--- config.mk ---
export PLATFORM = sky130hd
export DESIGN_NAME = kbd_text_writer
export DESIGN_NICKNAME = d
export VERILOG_FILES = /design/src/rtl/kbd_text_writer.sv
export SDC_FILE = /design/constraint.sdc
export NUM_CORES = 1
export LEC_CHECK = 0
export ABC_AREA = 1
export BUFFER_PORTS_ARGS = -buffer_cell sky130_fd_sc_hd__buf_2
export CORE_MARGIN = 2
export CORE_UTILIZATION = 55
export DETAILED_ROUTE_END_ITERATION = 16
export MAX_ROUTING_LAYER = met4
export PLACE_DENSITY = 0.77
export SLEW_MARGIN = 25
export SYNTH_ARGS = -nofsm -noshare
export SYNTH_HDL_FRONTEND = slang
export SYNTH_SLANG_ARGS = --single-unit
--- constraint.sdc ---
create_clock -name clk -period 4.6 [get_ports clk]
set_input_delay 0.92 -clock clk [delete_from_list [all_inputs] [get_ports clk]]
set_output_delay 0.92 -clock clk [all_outputs]
set_load 0.05 [all_outputs]
--- src/rtl/kbd_text_writer.sv ---
// Scan-code set 2 decoder driving single-cycle writes into the vga text buffer.
// Define KBD_CLEAR_EN to sweep the whole buffer with blanks after reset release.
module kbd_text_writer #(
   parameter int unsigned COLS = 80,
   parameter int unsigned ROWS = 30,
   parameter logic        ATTR = 1'b0
) (
   input  logic       clk,
   input  logic       rst_n,
   input  logic [7:0] kd,
   input  logic       kv,
   output logic       we,
   output logic [6:0] wx,
   output logic [4:0] wy,
   output logic [8:0] wd
);

   localparam logic [6:0] XMAX = 7'(COLS - 1);
   localparam logic [4:0] YMAX = 5'(ROWS - 1);

   typedef enum logic [2:0] {
      IDLE,
      BRK,
      EXT,
      EXT_BRK
`ifdef KBD_CLEAR_EN
      , CLEAR
`endif
   } state_t;

   state_t     state;
   logic [6:0] x;
   logic [4:0] y;
   logic       shift;

   logic [6:0] x_inc;
   logic [4:0] y_inc;
   logic       x_last;
   logic [7:0] ch;
   logic       letter;
   logic       printable;

   always_comb begin
      x_last = (x == XMAX);
      x_inc  = x_last ? '0 : x + 7'd1;
      y_inc  = (y == YMAX) ? '0 : y + 5'd1;
   end

   // Letters decoded first so Shift only affects them; digits and space ignore it.
   always_comb begin
      ch = 8'h00;
      case (kd)
         8'h1C: ch = "a";
         8'h32: ch = "b";
         8'h21: ch = "c";
         8'h23: ch = "d";
         8'h24: ch = "e";
         8'h2B: ch = "f";
         8'h34: ch = "g";
         8'h33: ch = "h";
         8'h43: ch = "i";
         8'h3B: ch = "j";
         8'h42: ch = "k";
         8'h4B: ch = "l";
         8'h3A: ch = "m";
         8'h31: ch = "n";
         8'h44: ch = "o";
         8'h4D: ch = "p";
         8'h15: ch = "q";
         8'h2D: ch = "r";
         8'h1B: ch = "s";
         8'h2C: ch = "t";
         8'h3C: ch = "u";
         8'h2A: ch = "v";
         8'h1D: ch = "w";
         8'h22: ch = "x";
         8'h35: ch = "y";
         8'h1A: ch = "z";
         default: ch = 8'h00;
      endcase
      letter = (ch != 8'h00);
      if (letter && shift) ch = ch - 8'h20;
      case (kd)
         8'h16: ch = "1";
         8'h1E: ch = "2";
         8'h26: ch = "3";
         8'h25: ch = "4";
         8'h2E: ch = "5";
         8'h36: ch = "6";
         8'h3D: ch = "7";
         8'h3E: ch = "8";
         8'h46: ch = "9";
         8'h45: ch = "0";
         8'h29: ch = 8'h20;
         default: ;
      endcase
      printable = (ch != 8'h00);
   end

   always_ff @(posedge clk or negedge rst_n) begin
      if (!rst_n) begin
`ifdef KBD_CLEAR_EN
         state <= CLEAR;
`else
         state <= IDLE;
`endif
         x     <= '0;
         y     <= '0;
         shift <= 1'b0;
         we    <= 1'b0;
         wx    <= '0;
         wy    <= '0;
         wd    <= '0;
      end else begin
         we <= 1'b0;
         case (state)
`ifdef KBD_CLEAR_EN
            // Sweep reuses the cursor; wrapping past the last cell leaves it at (0,0).
            CLEAR: begin
               we <= 1'b1;
               wx <= x;
               wy <= y;
               wd <= {ATTR, 8'h20};
               x  <= x_inc;
               if (x_last) y <= y_inc;
               if (x_last && y == YMAX) state <= IDLE;
            end
`endif
            IDLE: if (kv) begin
               if (kd == 8'hF0) begin
                  state <= BRK;
               end else if (kd == 8'hE0) begin
                  state <= EXT;
               end else if (kd == 8'h12 || kd == 8'h59) begin
                  shift <= 1'b1;
               end else if (kd == 8'h5A) begin
                  x <= '0;
                  y <= y_inc;
               end else if (kd == 8'h66) begin
                  if (x != '0) begin
                     x  <= x - 7'd1;
                     we <= 1'b1;
                     wx <= x - 7'd1;
                     wy <= y;
                     wd <= {ATTR, 8'h20};
                  end else if (y != '0) begin
                     x  <= XMAX;
                     y  <= y - 5'd1;
                     we <= 1'b1;
                     wx <= XMAX;
                     wy <= y - 5'd1;
                     wd <= {ATTR, 8'h20};
                  end
               end else if (printable) begin
                  we <= 1'b1;
                  wx <= x;
                  wy <= y;
                  wd <= {ATTR, ch};
                  x  <= x_inc;
                  if (x_last) y <= y_inc;
               end
            end
            BRK: if (kv) begin
               state <= IDLE;
               if (kd == 8'h12 || kd == 8'h59) shift <= 1'b0;
            end
            EXT: if (kv) begin
               if (kd == 8'hF0) begin
                  state <= EXT_BRK;
               end else begin
                  state <= IDLE;
                  case (kd)
                     8'h75: if (y != '0)   y <= y - 5'd1;
                     8'h72: if (y != YMAX) y <= y + 5'd1;
                     8'h6B: if (x != '0)   x <= x - 7'd1;
                     8'h74: if (x != XMAX) x <= x + 7'd1;
                     default: ;
                  endcase
               end
            end
            EXT_BRK: if (kv) state <= IDLE;
            default: state <= IDLE;
         endcase
      end
   end

endmodule

Yosys cells after proc, flatten, opt, wreduce, memory -nomap -nowiden. Memory sizes are Yosys's and may differ from the RTL's. Index checks and enable logic that the tools add are counted.

Flip-flop bits (word level): 38. Bits in read-only memories: 896. Bits of input ports: 11. Output and inout port bits: 22. Logic and storage cells: 152. Memories kept: 1.

Add/subtract/negate cells: 5. Equal/unequal tests: 49. Mux-type cells: 69. Bitwise gates (word level): 4. Reduce and logical (&&, ||, !) cells: 16.

Memory list: (name not given) (depth 128, bits a word 7, read ports 1, clocked after memory_dff 0, write ports 0, line 52) `case (kd)`.

Operators by type and width (count): two-way mux 7 bit (16); two-way mux 5 bit (18); case mux 8 bit (11 select lines) (1); == test 8 x 7 -> 1 bit (second input constant) (9); == test 8 x 6 -> 1 bit (second input constant) (7); two-way mux 9 bit (4); case mux 7 bit (2 select lines) (2); == test 8 x 5 -> 1 bit (second input constant) (3); AND reduction 12 bit (2); case mux 5 bit (2 select lines) (2); inequality test 2 bit (second input constant) (9); == test 8 bit (second input constant) (2); two-way mux 1 bit (16); two-way mux 8 bit (2); nonzero test 8 bit (2); two-way mux 3 bit (5); inequality test 3 bit (second input constant) (4); inequality test 4 bit (second input constant) (3); inequality test 5 bit (second input constant) (2); case mux 3 bit (3 select lines) (1); AND reduction 8 bit (1); subtractor 8 x 6 -> 8 bit (second input constant) (1); adder 7 x 1 -> 7 bit (second input constant) (1); == test 7 bit (second input constant) (1); other kinds (22) (29).

Longest topological paths before layout. An unclocked memory read counts as a cell.

Word-level depth: 15. Gate-level depth with buffers: 23. Gate-level depth less buffers: 23.

Worst setup path after synthesis. Ideal clock, no wire load.

Path kind: input to register. From: input port kd[1]. To: register wd[4]. Setup time: 0.126 ns. Arrival: 3.201 ns. Required time: 4.474 ns. Setup slack: 1.273 ns. Stages: 20. Path buffers: 1. Path through: inv_1 ha_1 nand2_1 nand2_1 o21ai_0 nand2_1 nand2_1 nand2_1 nor3_1 nor4b_1 nor2_1 inv_1 ha_1 inv_1 nand2_1 nor2_2 nand4_2 nand2_2 buf_4 o21ai_1.

Word-level cells in the longest chain between the ends: 9. Elaborated cells on any way between the ends: 35. Those cells by class: add/sub (1); eq/ne (18); mux (5); bitwise (4); reduce/logical (6); memory (1).

Ends and longest elaborated chain: start, declared (line 10) `input logic [7:0] kd,`; branches (longest 9 deep; another with subtractor 8 x 6 -> 8 bit); end signal, assigned (line 145) `wd <= {ATTR, 8'h20};`; end signal, assigned (line 152) `wd <= {ATTR, 8'h20};`; end signal, assigned (line 158) `wd <= {ATTR, ch};`; end, declared (line 15) `output logic [8:0] wd`.

Several ways; the timed one is not identified. The select of a mux whose other input is x is not followed. A chain may end at the register's enable or synchronous reset.

Final worst setup path.
From: input port kd[2]. To: register y[3].

Word-level cells in the longest chain between the ends: 9. Elaborated cells on any way between the ends: 48. Those cells by class: add/sub (1); eq/ne (28); mux (13); reduce/logical (5); memory (1).

Ends and longest elaborated chain: branches (longest 9 deep; another with subtractor 8 x 6 -> 8 bit); end signal, assigned (line 138) `y <= y_inc;`; end signal, assigned (line 148) `y <= y - 5'd1;`; end signal, assigned (line 160) `if (x_last) y <= y_inc;`; end, declared (line 33) `logic [4:0] y;`.

Several ways; the timed one is not identified. The select of a mux whose other input is x is not followed.

==> results.py <==
metrics = {
    "sta": {
        "max_freq_ghz": 0.2647,
        "hold_viol": 0,
        "setup_ws_ns": 0.8221,
        "period_minus_slack_ns": 3.778,
        "skew_ns": 0.006106,
        "drv_slew": 0,
        "slew_headroom": 0.4473,
        "tightest_slew_ns": 0.8290,
        "finalSetupViolCount": 0,
        "tns_ns": 0,
        "fin_crit_sh": 0.8213,
        "rsz0062_at_grt": "false",
    },
    "floorplanning": {
        "rows": 28,
        "die-area_sq_um": 6811,
        "start_util": 0.5695,
        "die_x_um": 82.53,
        "io-pin-count": 33,
        "core_sq_um": 5956,
        "die_h_um": 82.53,
    },
    "run_status": {
        "outcome": "complete, no violations",
    },
    "placed_design": {
        "portBuffers": 31,
        "gp_congestion": 0.9941,
        "dp_cells": 627,
        "place_ws_ns": 0.5706,
        "dpl.hpwl_mm": 7.036,
    },
    "final_layout": {
        "multiInputGateArea_sq_um": 2191,
        "layout.nets": 585,
        "syn2layout_area_growth_pct": 10.40,
        "antenna-diode-count": 0,
        "regArea_sq_um": 900.9,
        "drive_gt1_frac": 0.1339,
        "stdcell_count": 635,
        "fillerInstances": 571,
    },
    "yosys": {
        "synthMuxAreaShare": 0.003320,
        "ys_seq_area_frac": 0.2656,
        "syn_nets": 559,
        "synth_top_area_cell": "dfrtp_1",
        "ys_types": 41,
        "synth_edf_count": 0,
        "synth_adder_area_share": 0.05533,
        "synthSimpleGateAreaFrac": 0.4098,
        "synth_top_area_frac": 0.2656,
        "netlist_top_cells_count": "nand2_1, nor2_1, inv_1, nand3_1, dfrtp_1",
        "synth.most_common_cell": "nand2_1",
        "synthCells": 533,
        "async_flop_share": 1.000,
        "yosysWarnings": 0,
        "synthFlopType": "dfrtp_1",
        "yosys-top-cells-area": "dfrtp_1, nand2_1, nand3_1",
        "avgSynthCellArea_sq_um": 6.364,
        "synth_compound_area_frac": 0.1324,
        "synth_top_family_by_area": "simple AND/OR/NAND/NOR gates",
        "synth-seq-cells": 36,
        "synth_xor_area_frac": 0.04390,
        "syn_area_sq_um": 3392,
    },
    "route": {
        "top_layer_used": "met4",
        "viasPerCell": 5.775,
        "dr.pass1.iters": 5,
        "wl_met2_mm": 4.212,
        "wl_per_cell_um": 14.65,
        "first_iter_violations": 319,
        "wl_met3_um": 735,
        "drtAntennaViolNets": 0,
        "vias": 3667,
        "met1_length_mm": 4.216,
        "drc": 0,
        "routed_wl_mm": 9.300,
    },
    "cts": {
        "cts_tree": "built",
        "numCtsBuffers": 5,
        "clkSinkCount": 36,
        "clock_latency_ns": 0.29,
        "clk_pin_slew_ns": 0.08,
        "cts_hold_buf": 0,
        "htreeDepth": 2,
        "clockRootBuffer": "clkbuf_8",
        "cts_resized": 0,
        "clockBufferDepth": 2,
        "cts_setup_buffers": 0,
    },
    "job": {
        "max_cap_viol_count": 0,
    },
    "worst_hold_path": {
        "hp-class": "reg -> reg",
    },
    "worst_setup_path": {
        "crit_path_max_incr_delay_ns": 0.37,
        "critPathSlowestCell": "nand4_2",
        "crit_required_ns": 4.83,
        "cpMostUsedCell": "nand2_1",
        "start_kind": "input port",
        "critPathKind": "in -> reg",
        "worstPathMaxFanout": 16,
        "end_kind": "flip-flop",
        "crit_chain": "buf_2 > inv_2 > ha_1 > or2_2 > o21ai_0 > nand2_1 > nand2_1 > nand2_1 > nor3_1 > nor4b_1 > nor2_1 > inv_1 > ha_1 > inv_1 > nand2_1 > nor2_2 > nand4_2 > nand3_1 > nand2_1 > nand2_1",
        "cp.arrival_ns": 4.01,
    },
    "global_route": {
        "grt_pass1_vias": 3161,
        "antenna_found_initial": 0,
        "grtUsageTotal": 0.2906,
        "overflow": 0,
        "grt_max_degree": 37,
        "grt_pass1_wl_mm": 15.01,
    },
    "power": {
        "p_comb_frac": 0.566,
        "irDropWorstVdd_v": 0.0004728,
        "power_density_nw_per_um2": 585.6,
        "p_sw_uw": 1119,
        "p_int_uw": 1074,
        "leakage_uw": 0.002003,
        "p_clk_frac": 0.181,
        "seqPwrFrac": 0.252,
        "switching_share": 0.5101,
    },
}
[stage by stage]
| stage | util | hold WS (ns) | instance area, sq um | total power [uW] |
|---|---|---|---|---|
| floorplan | - | 0.4736 | 3392 | 1495 |
| global route | 0.6288 | 0.5102 | 3745 | 2344 |
| detailed placement | 0.6021 | 0.4607 | 3586 | 1771 |
| finish | 0.6288 | 0.4741 | 3745 | 2193 |
| CTS | 0.6288 | 0.4811 | 3745 | 2173 |
| global placement | 0.6021 | 0.4578 | 3586 | 1741 |
[power groups by stage]
| stage | sequential [uW] | combinational (uW) | clock [uW] |
|---|---|---|---|
| global placement | 555 | 1190 | 0 |
| global route | 569 | 1360 | 415 |
| CTS | 550 | 1220 | 400 |
| floorplan | 767 | 728 | 0 |
| finish | 553 | 1240 | 397 |
| detailed placement | 556 | 1210 | 0 |
[area by class of cell]
type | instances | area share
clock inverters | 3 | 0.02406
inverters | 58 | 0.05814
flip-flops and latches | 36 | 0.2406
repair buffers | 33 | 0.04878
well taps | 75 | 0.02506
clock buffers | 5 | 0.01838
multi-input cells | 425 | 0.5850
[flip-flops by register name (all words and copies together) (netlist names)]
register  cells
wd            8
wy            5
x             7
y             5
shift         1
state         2
wx            7
we            1
[metal layers]
metal  vias up  track usage
li1       1802            -
met1      1658       0.4029
met2       192       0.4524
met3        15      0.03804
met4         0      0.06721
met5         -            -
[cell families (layout without fill, tap and decap cells)]
group                      Yosys count  after routing
other                                1              1
and+or+nand+nor                    312            312
adders and majority gates           15             15
buffers and inverters               72             99
xor gates and xnor gates            17             17
AOI/OAI and AO/OA                   79             79
muxes                                1              1
DFF                                 36             36
[critical path, delay by kind of cell]
kind	cells	cell delay, ns
AOI/OAI and AO/OA	1	0.08
adders and majority gates	2	0.41
buffers and inverters	4	0.54
and+or+nand+nor	13	2.04
[final timing paths]
kind                       start  endpoint  slack [ns]  depth (start not counted)
hold / removal             wd[3]     wd[3]        0.47                          2
max in group asynchronous  rst_n  state[0]        3.36                          1
setup / recovery           kd[2]      y[3]        0.82                         20
hold reg to reg            wd[3]     wd[3]        0.47                          2
setup reg to reg            x[0]     wy[1]        1.63                         12
min in group asynchronous  rst_n     wd[6]        0.71                          1
[cell usage in the layout (no fill, tap or decap), types with 7 or more instances in the layout]
cell	n
nand2_1	169
a21oi_1	17
dfrtp_1	36
o22ai_1	7
nor3_1	7
inv_1	48
nand4_1	17
nor2_1	51
buf_2	31
nor2_2	7
inv_2	9
o21ai_0	27
ha_1	15
nand3_1	45
xor2_1	15
o21ai_1	13
(Power assumes the default switching activity.)
